===== config.mk =====
export PLATFORM = sky130hd
export DESIGN_NAME = mtimer_rv32
export DESIGN_NICKNAME = d
export VERILOG_FILES = /design/src/rtl/mtimer_rv32.sv
export SDC_FILE = /design/constraint.sdc
export NUM_CORES = 1
export LEC_CHECK = 0
export ABC_AREA = 1
export BUFFER_PORTS_ARGS = -buffer_cell sky130_fd_sc_hd__buf_2
export CAP_MARGIN = 15
export CORE_MARGIN = 3
export CORE_UTILIZATION = 50
export DETAILED_ROUTE_END_ITERATION = 6
export PLACE_DENSITY = 0.69
export SLEW_MARGIN = 20
export SYNTH_ARGS = -nofsm -noshare
export SYNTH_HDL_FRONTEND = slang
export SYNTH_SLANG_ARGS = --single-unit

===== constraint.sdc =====
create_clock -name CLK -period 2.1 [get_ports CLK]
set_clock_uncertainty 0.05 [all_clocks]
set_input_delay 0.105 -clock CLK [delete_from_list [all_inputs] [get_ports CLK]]
set_output_delay 0.105 -clock CLK [all_outputs]
set_load 0.005 [all_outputs]

===== src/rtl/mtimer_rv32.sv =====
// mtimer_rv32: memory-mapped RISC-V machine timer (mtime / mtimecmp).
// Drives a registered timer_int level while mtime >= mtimecmp.
// Optional build macro MTIMER_PRESCALER_EN adds a 16-bit tick prescaler at
// word offset 0x10. Without it, mtime advances every cycle.
module mtimer_rv32 #(
  parameter logic [63:0] RST_CMP = 64'hFFFF_FFFF_FFFF_FFFF
) (
  input  logic        CLK,
  input  logic        RST,
  input  logic [4:0]  addr,
  input  logic        wr_en,
  input  logic        rd_en,
  input  logic [31:0] wdata,
  output logic [31:0] rdata,
  output logic        timer_int
);

  localparam int unsigned XLEN = 32;
  localparam int unsigned TW   = 64;

  localparam logic [2:0] W_MTIME_LO = 3'd0;
  localparam logic [2:0] W_MTIME_HI = 3'd1;
  localparam logic [2:0] W_CMP_LO   = 3'd2;
  localparam logic [2:0] W_CMP_HI   = 3'd3;
  localparam logic [2:0] W_PRESCALE = 3'd4;

  logic [TW-1:0]   mtime;
  logic [TW-1:0]   mtimecmp;
  logic [XLEN-1:0] hi_shadow;
  logic [2:0]      word;
  logic            tick;
  logic            wr_mtime_lo;
  logic            wr_mtime_hi;
  logic            wr_cmp_lo;
  logic            wr_cmp_hi;
  logic            rd_mtime_lo;
  logic            unused_addr;

  // Byte-lane bits are don't-care; registers are word addressed.
  assign word        = addr[4:2];
  assign unused_addr = ^addr[1:0];

  assign wr_mtime_lo = wr_en && (word == W_MTIME_LO);
  assign wr_mtime_hi = wr_en && (word == W_MTIME_HI);
  assign wr_cmp_lo   = wr_en && (word == W_CMP_LO);
  assign wr_cmp_hi   = wr_en && (word == W_CMP_HI);
  assign rd_mtime_lo = rd_en && (word == W_MTIME_LO);

`ifdef MTIMER_PRESCALER_EN
  localparam int unsigned PW = 16;

  logic [PW-1:0] prescale;
  logic [PW-1:0] pcnt;
  logic          wr_prescale;

  assign wr_prescale = wr_en && (word == W_PRESCALE);
  assign tick        = (pcnt == prescale);

  // Prescale counter runs 0..prescale; a prescale store restarts it.
  always_ff @(posedge CLK) begin
    if (RST) begin
      prescale <= '0;
      pcnt     <= '0;
    end else if (wr_prescale) begin
      prescale <= wdata[PW-1:0];
      pcnt     <= '0;
    end else if (tick) begin
      pcnt     <= '0;
    end else begin
      pcnt     <= pcnt + PW'(1);
    end
  end
`else
  assign tick = 1'b1;
`endif

  // mtime: a store to either half wins over the tick for the whole counter.
  always_ff @(posedge CLK) begin
    if (RST) begin
      mtime <= '0;
    end else if (wr_mtime_lo) begin
      mtime[XLEN-1:0] <= wdata;
    end else if (wr_mtime_hi) begin
      mtime[TW-1:XLEN] <= wdata;
    end else if (tick) begin
      mtime <= mtime + TW'(1);
    end
  end

  // mtimecmp halves are independently writable.
  always_ff @(posedge CLK) begin
    if (RST) begin
      mtimecmp <= RST_CMP;
    end else if (wr_cmp_lo) begin
      mtimecmp[XLEN-1:0] <= wdata;
    end else if (wr_cmp_hi) begin
      mtimecmp[TW-1:XLEN] <= wdata;
    end
  end

  // Loading mtime lo snapshots the live upper half for a tear-free 64-bit read.
  always_ff @(posedge CLK) begin
    if (RST) begin
      hi_shadow <= '0;
    end else if (rd_mtime_lo) begin
      hi_shadow <= mtime[TW-1:XLEN];
    end
  end

  // Interrupt level compares registered values only, so no bus-to-irq path.
  always_ff @(posedge CLK) begin
    if (RST) begin
      timer_int <= 1'b0;
    end else begin
      timer_int <= (mtime >= mtimecmp);
    end
  end

  // Zero-latency read mux; mtime hi always comes from the shadow.
  always_comb begin
    rdata = '0;
    case (word)
      W_MTIME_LO: rdata = mtime[XLEN-1:0];
      W_MTIME_HI: rdata = hi_shadow;
      W_CMP_LO:   rdata = mtimecmp[XLEN-1:0];
      W_CMP_HI:   rdata = mtimecmp[TW-1:XLEN];
`ifdef MTIMER_PRESCALER_EN
      W_PRESCALE: rdata = {16'd0, prescale};
`endif
      default:    rdata = '0;
    endcase
  end

endmodule


==> metrics.md, run 1 <==
| Metric | Value |
|---|---|
| Run status | `complete, no violations` |
| Syn Inst Count | `about 1700` |
| Post-synth top flop | `dfxtp_1` |
| CP Launch Type | `flip-flop` |
| Congestion Overflow GR | `0` |
| Synth Net Count | `roughly 1800` |
| Routed WL | `37200 um` |
| Maxcap violations | `0` |
| CORE AREA | `approximately 21000 um^2` |
| PwrDens | `575 nW/um^2` |
| Top post-synthesis cells by count | `402 x nand2_1, 209 x inv_1, 184 x a21oi_1` |
| Drt drc | `0` |
| I/O Buffers | `~70` |
| Most instantiated library cell after synthesis | `nand2_1` |
| Clk pin slew, worst setup/hold paths | `about 0.070 ns` |
| Pin count of the biggest net entering global routing | `between 80 and 90` |
| CP peak stage delay | `0.53 ns` |
| H-tree depth | `4` |
| Cell area after synthesis | `roughly 11000 um^2` |
| Mean post-synth cell area | `between 6 and 7 um^2` |
| Iter 0 DRT Violations | `a little under 1000` |
| Worst VDD drop | `between 0.0004 and 0.0005 V` |
| CTS tree | `done` |
| Endpoints failing hold | `0` |
| Register area share after synthesis | `0.301` |
| Fmax | `around 0.50 GHz` |
| DIE AREA | `approximately 23000 um^2` |
| Final ANT Viol Nets | `0` |
| Largest cells by area after synthesis | `dfxtp_1 30%, nand2_1 14%, a21oi_1 8.6%` |
| Unique masters post-synth | `39` |
| Clock Tree Buf Depth | `2` |
| Pleak | `about 5.7 nW` |
| Post-layout util | `0.614` |
| First-pass GRT wire length | `between 50000 and 60000 um` |
| Worst setup EP type | `flip-flop` |
| Number of global-route vias before repair | `~11000` |
| Final setup vio count | `0` |
| Initial antenna violation count | `0` |
| I/O pin count | `74` |
| Nets | `~1900` |
| Yosys top cell by area | `dfxtp_1` |
| Synth Warn # | `0` |
| Critical path fanouts, max | `7` |
| Yosys reg bits | `around 160` |
| Post-synth EDFFs | `0` |
| Clk Latency, worst-skew pair | `approximately 0.44 ns` |
| Antenna cell count | `0` |
| Layout area overhead | `18.2%` |
| FP Rows | `52` |
| Vias per cell | `around 5.6` |
| Pins Over Slew Limit | `0` |
| GRT Total Usage | `0.315` |
| Share of cells above drive strength 1 | `0.134` |
| Critical-path top delay cell | `dfxtp_1` |
| Die span in y | `152 um` |
| Ys async rst share | `0` |
| CP top delay family | `simple AND/OR/NAND/NOR gates` |
| Via count | `roughly 12000` |
| Final min period | `between 2 and 2.5 ns` |
| Critical path arrival | `2.28 ns` |
| GP Congestion | `~0.98` |
| Critical Path RT | `about 2.4 ns` |
| CP Class | `reg -> reg` |
| Post-synth top area share | `0.301` |
| Worst Path Buf+Inv | `1` |
| Slew Limit Headroom | `0.641` |
| Hold WC Path Type | `in -> reg` |
| Crit share post-route | `0.960` |
| Root Buffer Master | `clkbuf_16` |
| Crit-path cells | `nand2_1, inv_1, nand2_1, nor3_1, nand3_1, nand2_1, nand3_1, nand2_1, a21oi_1` |
| CP most frequent cell | `nand2_1` |
| CTS sink cnt | `161` |
| Design area | `between 10000 and 15000 um^2` |
| Worst-Margin Slew | `about 0.53 ns` |
| Post-DP HPWL | `between 20000 and 30000 um` |
| Die Wd | `between 150 and 200 um` |
| Met3 wire len | `2480 um` |
| DR WL/cell | `roughly 18 um` |
| Met2 wire len | `around 17000 um` |
| Post-DP Area | `11700 um^2` |
| Wire length on met1 | `approximately 17000 um` |
| Drt pass-1 iters | `6` |
| TritonCTS Buffers | `17` |
| DR top layer | `met4` |
| Fill cells | `2000` |
| Initial Util | `0.519` |
tightest hold or removal path, cell delays in order:
cell and delay (ns):
buf_2 0.14, buf_12 0.18, a21oi_1 0.13
final timing paths:
kind	slack, ns	depth (start not counted)	endpoint	from
hold / removal	0.12	3	mtime[49]$_SDFFE_PP0N_	RST
setup reg to reg	0.08	9	mtime[48]$_SDFFE_PP0N_	mtime[45]$_SDFFE_PP0N_
hold reg to reg	0.41	2	hi_shadow[2]$_SDFFE_PP0P_	hi_shadow[2]$_SDFFE_PP0P_
setup / recovery	0.08	9	mtime[48]$_SDFFE_PP0N_	mtime[45]$_SDFFE_PP0N_
per-stage QoR:
stage | std cells | total power, mW | hold slack [ns] | worst slack [ns] | TNS (ns)
3_5_place_dp | 1983 | 4.16 | 0.308 | -0.0792 | -0.0792
5_1_grt | 2049 | 7.54 | 0.127 | -0.0114 | -0.0114
6_report | 2049 | 7.28 | 0.121 | 0.0842 | 0
4_1_cts | 2047 | 7.29 | 0.110 | 0.102 | 0
3_3_place_gp | 1983 | 4.14 | 0.302 | -0.0451 | -0.0451
2_1_floorplan | 1653 | 3.81 | 0.181 | 0.368 | 0
repair_timing:
item,4_1_cts,5_1_grt
pin swaps,0,2
endpoints found under the setup margin,1,15
hold buffers,32,0
setup buffers,0,2
endpoints found under the hold margin,72,0
resized for setup,1,15
cloned,0,0
cell families after synthesis:
family,Yosys count,synth area share
xor+xnor,18,0.0147
buf+inv,291,0.105
simple gates,692,0.276
fa+ha+maj,65,0.0759
compound gates,426,0.228
flops,161,0.301
power by group:
group / total, mW / switching, mW / internal (mW) / leakage, nW
Combinational: 0.892 / 0.530 / 0.362 / 4.09
Sequential: 3.27 / 0.0996 / 3.17 / 1.31
Clock: 3.12 / 1.44 / 1.69 / 0.269
area by class of cell:
cell class	instances	area (um^2)	share of cell area
Clock buffer	19	443	0.0350
Clock inverter	13	125	0.00988
Inverter	218	818	0.0646
Multi-Input combinational cell	1201	6430	0.508
Sequential cell	161	3230	0.255
Tap cell	270	338	0.0267
Timing Repair Buffer	167	1280	0.101
state kept, by name (all words and copies together), names as in the netlist:
| signal | count |
|---|---|
| hi_shadow | 32 |
| mtime | 64 |
| timer_int | 1 |
| mtimecmp | 64 |
routing by layer:
layer / vias to the layer above / global-route usage
met2: 426 / 0.507
met4: 0 / 0.0908
met5: - / 0
li1: 5691 / -
met3: 70 / 0.0443
met1: 5326 / 0.441
cell usage in the layout (no fill, tap or decap), types with 3 or more instances in the layout:
| cell | Yosys | layout |
|---|---|---|
| nand2_1 | 402 | 399 |
| inv_1 | 209 | 209 |
| a21oi_1 | 184 | 184 |
| dfxtp_1 | 161 | 155 |
| nor2_1 | 154 | 147 |
| o21ai_0 | 119 | 119 |
| buf_2 | 17 | 71 |
| ha_1 | 65 | 65 |
| nand3_1 | 58 | 58 |
| buf_4 | 2 | 54 |
| o211ai_1 | 50 | 50 |
| a22oi_1 | 32 | 32 |
| dlygate4sd3_1 | 0 | 32 |
| o221ai_1 | 20 | 20 |
| nand4_1 | 18 | 18 |
| nand2_2 | 14 | 17 |
| clkbuf_16 | 0 | 17 |
| nor2_2 | 13 | 16 |
| xor2_1 | 16 | 16 |
| nor2_4 | 11 | 15 |
| buf_12 | 0 | 10 |
| nor3_1 | 9 | 9 |
| o21ai_1 | 9 | 9 |
| inv_2 | 7 | 8 |
| dfxtp_2 | 0 | 6 |
| inv_6 | 0 | 5 |
| clkinvlp_4 | 0 | 4 |
| nand3_2 | 3 | 3 |
| nand3b_1 | 3 | 3 |
| a21oi_2 | 3 | 3 |
| a21o_1 | 3 | 3 |
Note: power is estimated with default switching activity, not from simulation.
==> run 2: changes to the inputs <==
Settings changed: CORE_UTILIZATION 50 to 30, PLACE_DENSITY 0.69 to 0.46.
==> metrics.md, run 2 (same netlist as run 1, synthesis figures left out) <==
| Metric | Value |
|---|---|
| Critical Path RT | `2.43 ns (+0.07 ns)` |
| Initial antenna violation count | `1 (+1)` |
| Routed WL | `41100 um (+10%)` |
| CP peak stage delay | `0.34 ns (-0.19 ns)` |
| Post-DP HPWL | `31200 um (+15%)` |
| Worst Path Buf+Inv | `1 (unchanged)` |
| Pleak | `5.84 nW (+2.9%)` |
| I/O Buffers | `71 (unchanged)` |
| CP Class | `reg -> reg` |
| Crit-path cells | `inv_1, ha_1, nand2_1, nor2_2, nand3_1, nor2_1, nand2_1, nand3_1, nor2_1, nand2_1, nand2_1, a21oi_1` |
| Endpoints failing hold | `0 (unchanged)` |
| Hold WC Path Type | `in -> reg` |
| Worst-Margin Slew | `0.483 ns (-0.0519 ns)` |
| Final cell count without fillers | `2259 (+10%)` |
| Crit share post-route | `0.935 (-0.0245)` |
| CTS tree | `done` |
| Share of cells above drive strength 1 | `0.149 (+0.0148)` |
| Critical-path top delay cell | `dfxtp_1` |
| Via count | `11300 (-2.1%)` |
| Vias per cell | `4.99 (-11%)` |
| Post-CTS Setup Repair Bufs | `0 (unchanged)` |
| Post-route setup slack | `0.136 ns (+0.0514 ns)` |
| Post-placement cell count | `2195 (+11%)` |
| Die span in y | `195 um (+28%)` |
| TritonCTS Buffers | `17 (unchanged)` |
| Sequential power share | `0.433 (-0.016)` |
| Congestion Overflow GR | `0 (unchanged)` |
| Maxcap violations | `0 (unchanged)` |
| Pint | `5.34 mW (+2.3%)` |
| Total power | `7.52 mW (+3.3%)` |
| Antenna cell count | `0 (unchanged)` |
| PwrDens | `572 nW/um^2 (-0.56%)` |
| Layout area overhead | `22.8%` |
| Clock share of power | `0.444 (+0.015)` |
| Drt drc | `0 (unchanged)` |
| Final setup vio count | `0 (unchanged)` |
| DIE AREA | `38000 um^2 (+64%)` |
| First-pass GRT wire length | `63800 um (+8.2%)` |
| Clock Tree Buf Depth | `2 (unchanged)` |
| Root Buffer Master | `clkbuf_16` |
| CP most frequent cell | `nand2_1` |
| GP Congestion | `0.965 (-1.2%)` |
| Clk pin slew, worst setup/hold paths | `0.07 ns (about the same)` |
| Pin count of the biggest net entering global routing | `97 (+18%)` |
| Critical path arrival | `2.29 ns (about the same)` |
| Fraction of power consumed by combinational cells | `0.123 (about the same)` |
| Most frequent cells in the layout | `399 x nand2_1, 209 x inv_1, 184 x a21oi_1` |
| Fmax | `0.509 GHz (+2.6%)` |
| Die Wd | `195 um (+28%)` |
| CTS sink cnt | `161 (unchanged)` |
| FP Rows | `68 (+31%)` |
| CP Launch Type | `flip-flop` |
| Top Registers | `mtime (64), mtimecmp (64), hi_shadow (32)` |
| Clk Latency, worst-skew pair | `0.46 ns (+0.02 ns)` |
| Iter 0 DRT Violations | `683 (-31%)` |
| Final ANT Viol Nets | `0 (unchanged)` |
| GRT Total Usage | `0.215 (-0.0994)` |
| Pins Over Slew Limit | `0 (unchanged)` |
| Most common cell after layout, fill and taps aside | `nand2_1` |
| Number of global-route vias before repair | `10800 (-0.35%)` |
| CORE AREA | `34900 um^2 (+69%)` |
| Switch Pwr | `2.19 mW (+5.9%)` |
| Drt pass-1 iters | `5 (-1)` |
| Sw Ratio | `0.291 (+0.00705)` |
| Slew Limit Headroom | `0.677 (+0.0369)` |
| Nets | `1897 (+1.3%)` |
| Initial Util | `0.307 (-0.212)` |
| DR WL/cell | `18.2 um (about the same)` |
| I/O pin count | `74 (unchanged)` |
| RSZ-0062 raised after global routing | `no` |
| Final min period | `1.96 ns (-0.0514 ns)` |
| Critical path fanouts, max | `3 (-4)` |
| Worst VDD drop | `0.000518 V (+24%)` |
| Run status | `complete, no violations` |
| Worst setup EP type | `flip-flop` |
| Post-Place Worst Slack | `0.0209 ns (+0.100 ns)` |
| CP top delay family | `simple AND/OR/NAND/NOR gates` |
| H-tree depth | `4 (unchanged)` |
-- run 2: changes by cell type in the layout (fill, tap and decap cells not counted), sizes merged --
cell,delta
clkbuf,-2
clkinvlp,-3
buf,+25
inv,+3
bufinv,+1
clkinv,+1
-- run 2: final cells by class --
cell class	instances	area (um^2)
sequential	161	3230
inverter	218	818
timing repair buffer	192	1500
clock buffer	17	425
tap	455	569
multi-input combinational	1201	6440
clock inverter	15	170
fill	3895	21700
-- run 2: per-stage QoR --
stage	hold WS [ns]	utilization	cell area [um^2]	TNS [ns]
2_1_floorplan	0.181	-	10700	0
3_3_place_gp	0.310	0.349	12200	-0.0226
3_5_place_dp	0.313	0.349	12200	0
4_1_cts	0.0887	0.376	13100	0
5_1_grt	0.113	0.377	13200	0
6_report	0.0924	0.377	13200	0
-- run 2: path summary, 6_finish.rpt --
kind                                                 from  cells past startpoint  slack [ns]                         to
worst max-delay path            mtimecmp[31]$_SDFFE_PP1P_                     12        0.14       timer_int$_SDFF_PP0_
worst min-delay path                                  RST                      3        0.09  mtimecmp[10]$_SDFFE_PP1P_
worst max register to register  mtimecmp[31]$_SDFFE_PP1P_                     12        0.14       timer_int$_SDFF_PP0_
worst min register to register  hi_shadow[4]$_SDFFE_PP0P_                      2        0.40  hi_shadow[4]$_SDFFE_PP0P_
-- run 2: what timing repair did --
item | 4_1_cts | 5_1_grt
endpoints found under the hold margin | 93 | 0
hold buffers | 32 | 0
pin swaps | 0 | 1
endpoints found under the setup margin | 1 | 12
gates resized for setup | 1 | 20
-- run 2: worst min-delay path, cell delays in order --
cell and delay [ns]:
buf_4 0.10, inv_2 0.19, o211ai_1 0.16
-- run 2: per-layer routing --
layer | wire length, um | vias to the layer above | part of all wire | global-route usage
met3 | 1780 | 30 | 0.043 | 0.0323
met1 | 20200 | 5234 | 0.49 | 0.309
li1 | - | 5759 | - | -
met5 | 0 | - | 0 | 0
met4 | 743 | 0 | 0.018 | 0.0531
met2 | 18300 | 245 | 0.45 | 0.339
-- run 2: power by group through the flow --
stage / clock network [mW] / registers [mW] / logic (mW)
4_1_cts: 3.43 / 3.26 / 0.932
3_5_place_dp: 0 / 3.33 / 0.880
2_1_floorplan: 0 / 3.32 / 0.494
5_1_grt: 3.53 / 3.28 / 1.04
3_3_place_gp: 0 / 3.33 / 0.872
6_report: 3.34 / 3.26 / 0.925
==> run 3: changes to the inputs <==
Settings changed: BUFFER_PORTS_ARGS -buffer_cell sky130_fd_sc_hd__buf_2 to -buffer_cell sky130_fd_sc_hd__buf_4.
==> metrics.md, run 3 (same netlist as run 1, synthesis figures left out) <==
| Metric | Value |
|---|---|
| Endpoints failing hold | `0 (unchanged)` |
| Antenna cell count | `0 (unchanged)` |
| PwrDens | `563 nW/um^2 (-1.5%)` |
| Number of global-route vias before repair | `10700 (-1.1%)` |
| Via count | `11200 (-0.17%)` |
| Critical path fanouts, max | `4 (+1)` |
| Run status | `complete, no violations` |
| Post-DP HPWL | `31100 um (-0.45%)` |
| TritonCTS Buffers | `17 (unchanged)` |
| DIE AREA | `38000 um^2 (unchanged)` |
| Drt pass-1 iters | `5 (unchanged)` |
| CP Launch Type | `flip-flop` |
| CTS sink cnt | `161 (unchanged)` |
| Maxcap violations | `0 (unchanged)` |
| GP Congestion | `0.962 (-0.35%)` |
| Layout area overhead | `24.7%` |
| Levels on crit path | `10 (-2)` |
| Worst setup EP type | `flip-flop` |
| RSZ-0062 raised after global routing | `yes` |
| Most frequent cells in the layout | `399 x nand2_1, 209 x inv_1, 184 x a21oi_1` |
| GRT Total Usage | `0.215 (+0.000228)` |
| CTS tree | `done` |
| Drt drc | `0 (unchanged)` |
| Design area | `13400 um^2 (+1.6%)` |
| Pin count of the biggest net entering global routing | `82 (-15%)` |
| Slew Limit Headroom | `0.672 (-0.00584)` |
| Busiest metal layer after global routing | `met2` |
| Most common cell after layout, fill and taps aside | `nand2_1` |
| Fill cells | `3764 (-3.4%)` |
| Vias per cell | `4.97 (-0.39%)` |
| I/O Buffers | `71 (unchanged)` |
| Routed WL | `41400 um (+0.73%)` |
| Routing usage on met1 | `0.305 (-0.00419)` |
| Critical path destination | `mtime[42]$_SDFFE_PP0N_` |
| Post-DP Area | `12400 um^2 (+1.6%)` |
| Worst-Margin Slew | `0.493 ns (+0.00947 ns)` |
| Critical-path top delay cell | `dfxtp_1` |
| Clock Tree Buf Depth | `2 (unchanged)` |
| Final min period | `1.95 ns (-0.0110 ns)` |
| Pleak | `5.89 nW (+0.84%)` |
| I/O pin count | `74 (unchanged)` |
| Share of cells above drive strength 1 | `0.150 (+0.000693)` |
| Top Registers | `mtime (64), mtimecmp (64), hi_shadow (32)` |
| CP most frequent cell | `nand2_1` |
| Routing usage on met2 | `0.347 (+0.00725)` |
| Initial antenna violation count | `0 (-1)` |
| Pins Over Slew Limit | `0 (unchanged)` |
| Worst VDD drop | `0.000562 V (+8.5%)` |
| Worst r2r src | `mtime[0]$_SDFFE_PP0P_` |
| Hold WC Path Type | `in -> reg` |
| R2R depth | `10 (-2)` |
| Congestion Overflow GR | `0 (unchanged)` |
| Crit. Startpoint | `mtime[0]$_SDFFE_PP0P_` |
| Nets | `1902 (+0.26%)` |
| Initial Util | `0.307 (unchanged)` |
| Final setup vio count | `0 (unchanged)` |
| Clk Latency, worst-skew pair | `0.45 ns (about the same)` |
| CP Class | `reg -> reg` |
| H-tree depth | `4 (unchanged)` |
| GR Util met3 | `0.0333 (+0.00104)` |
| Final ANT Viol Nets | `0 (unchanged)` |
| Critical Path RT | `2.40 ns (-0.03 ns)` |
| DR WL/cell | `18.3 um (+0.51%)` |
| Worst flop-to-flop path endpoint | `mtime[42]$_SDFFE_PP0N_` |
| Crit share post-route | `0.930 (-0.00522)` |
| CORE AREA | `34900 um^2 (unchanged)` |
| Setup slack, reg-to-reg | `0.15 ns (about the same)` |
| FP Rows | `68 (unchanged)` |
| Crit-path cells | `ha_1, nand2_1, nor2_4, nand2_4, nor2_8, nand4_2, o21ai_1, nand2_1, a21oi_1, nor2_1` |
| Die span in y | `195 um (unchanged)` |
| CP top delay family | `simple AND/OR/NAND/NOR gates` |
| Fmax | `0.512 GHz (+0.56%)` |
| Iter 0 DRT Violations | `755 (+11%)` |
| Die Wd | `195 um (unchanged)` |
| First-pass GRT wire length | `63600 um (-0.37%)` |
| Root Buffer Master | `clkbuf_16` |
| Clk pin slew, worst setup/hold paths | `0.07 ns (about the same)` |
| CP peak stage delay | `0.33 ns (about the same)` |
| Critical path arrival | `2.25 ns (-0.04 ns)` |
| Worst Path Buf+Inv | `0 (-1)` |
| Post-layout util | `0.383 (+0.00592)` |
run 3: worst min path at each step:
stage | from | slack (ns) | cells after the start | end
5_1_grt | RST | 0.1 | 3 | mtimecmp[12]$_SDFFE_PP1P_
6_report | RST | 0.09 | 3 | mtimecmp[14]$_SDFFE_PP1P_
4_1_cts | RST | 0.08 | 3 | mtimecmp[12]$_SDFFE_PP1P_
2_1_floorplan | wdata[0] | 0.18 | 2 | mtimecmp[32]$_SDFFE_PP1P_
3_5_place_dp | wdata[16] | 0.30 | 3 | mtimecmp[48]$_SDFFE_PP1P_
3_3_place_gp | wdata[21] | 0.29 | 3 | mtimecmp[21]$_SDFFE_PP1P_
run 3: where the power goes:
| group | leakage [nW] | switching (mW) | internal, mW |
|---|---|---|---|
| clock network | 0.282 | 1.43 | 1.85 |
| logic | 4.30 | 0.554 | 0.424 |
| registers | 1.31 | 0.0938 | 3.17 |
run 3: layer usage:
| metal | share of wire | up-vias | wire, um |
|---|---|---|---|
| met5 | 0 | - | 0 |
| met4 | 0.017 | 0 | 687 |
| met3 | 0.040 | 33 | 1660 |
| met2 | 0.45 | 229 | 18700 |
| met1 | 0.49 | 5234 | 20300 |
| li1 | - | 5753 | - |
run 3: final cells by class:
class                      count  area (um^2)  share of cell area
multi-input combinational   1201         6450               0.482
tap                          455          569              0.0426
timing repair buffer         197         1700               0.127
sequential                   161         3230               0.242
clock buffer                  21          470              0.0352
clock inverter                11          130             0.00974
inverter                     218          818              0.0612
run 3: worst reg2reg max path: stages, from the launching register on:
cell and delay (ns):
dfxtp_1 0.33, ha_1 0.19, nand2_1 0.10, nor2_4 0.15, nand2_4 0.12, nor2_8 0.14
nand4_2 0.17, o21ai_1 0.29, nand2_1 0.13, a21oi_1 0.14, nor2_1 0.05
run 3: per-stage QoR:
step / setup TNS [ns] / power (mW) / worst slack (ns) / instances / hold WS (ns)
floorplan: 0 / 3.81 / 0.368 / 1653 / 0.181
global placement: -0.209 / 4.25 / -0.209 / 2199 / 0.294
detailed placement: -0.256 / 4.26 / -0.256 / 2199 / 0.297
CTS: 0 / 7.62 / 0.0337 / 2264 / 0.0762
global route: -0.00299 / 7.85 / -0.00299 / 2264 / 0.0985
finish: 0 / 7.53 / 0.147 / 2264 / 0.0947
run 3: timing repair:
| item | 4_1_cts | 5_1_grt |
|---|---|---|
| setup endpoints to repair | 1 | 13 |
| hold buffers | 33 | 0 |
| gates resized for setup | 3 | 18 |
| pin swaps | 0 | 3 |
| buffers inserted | 0 | 0 |
| endpoints found under the hold margin | 89 | 0 |
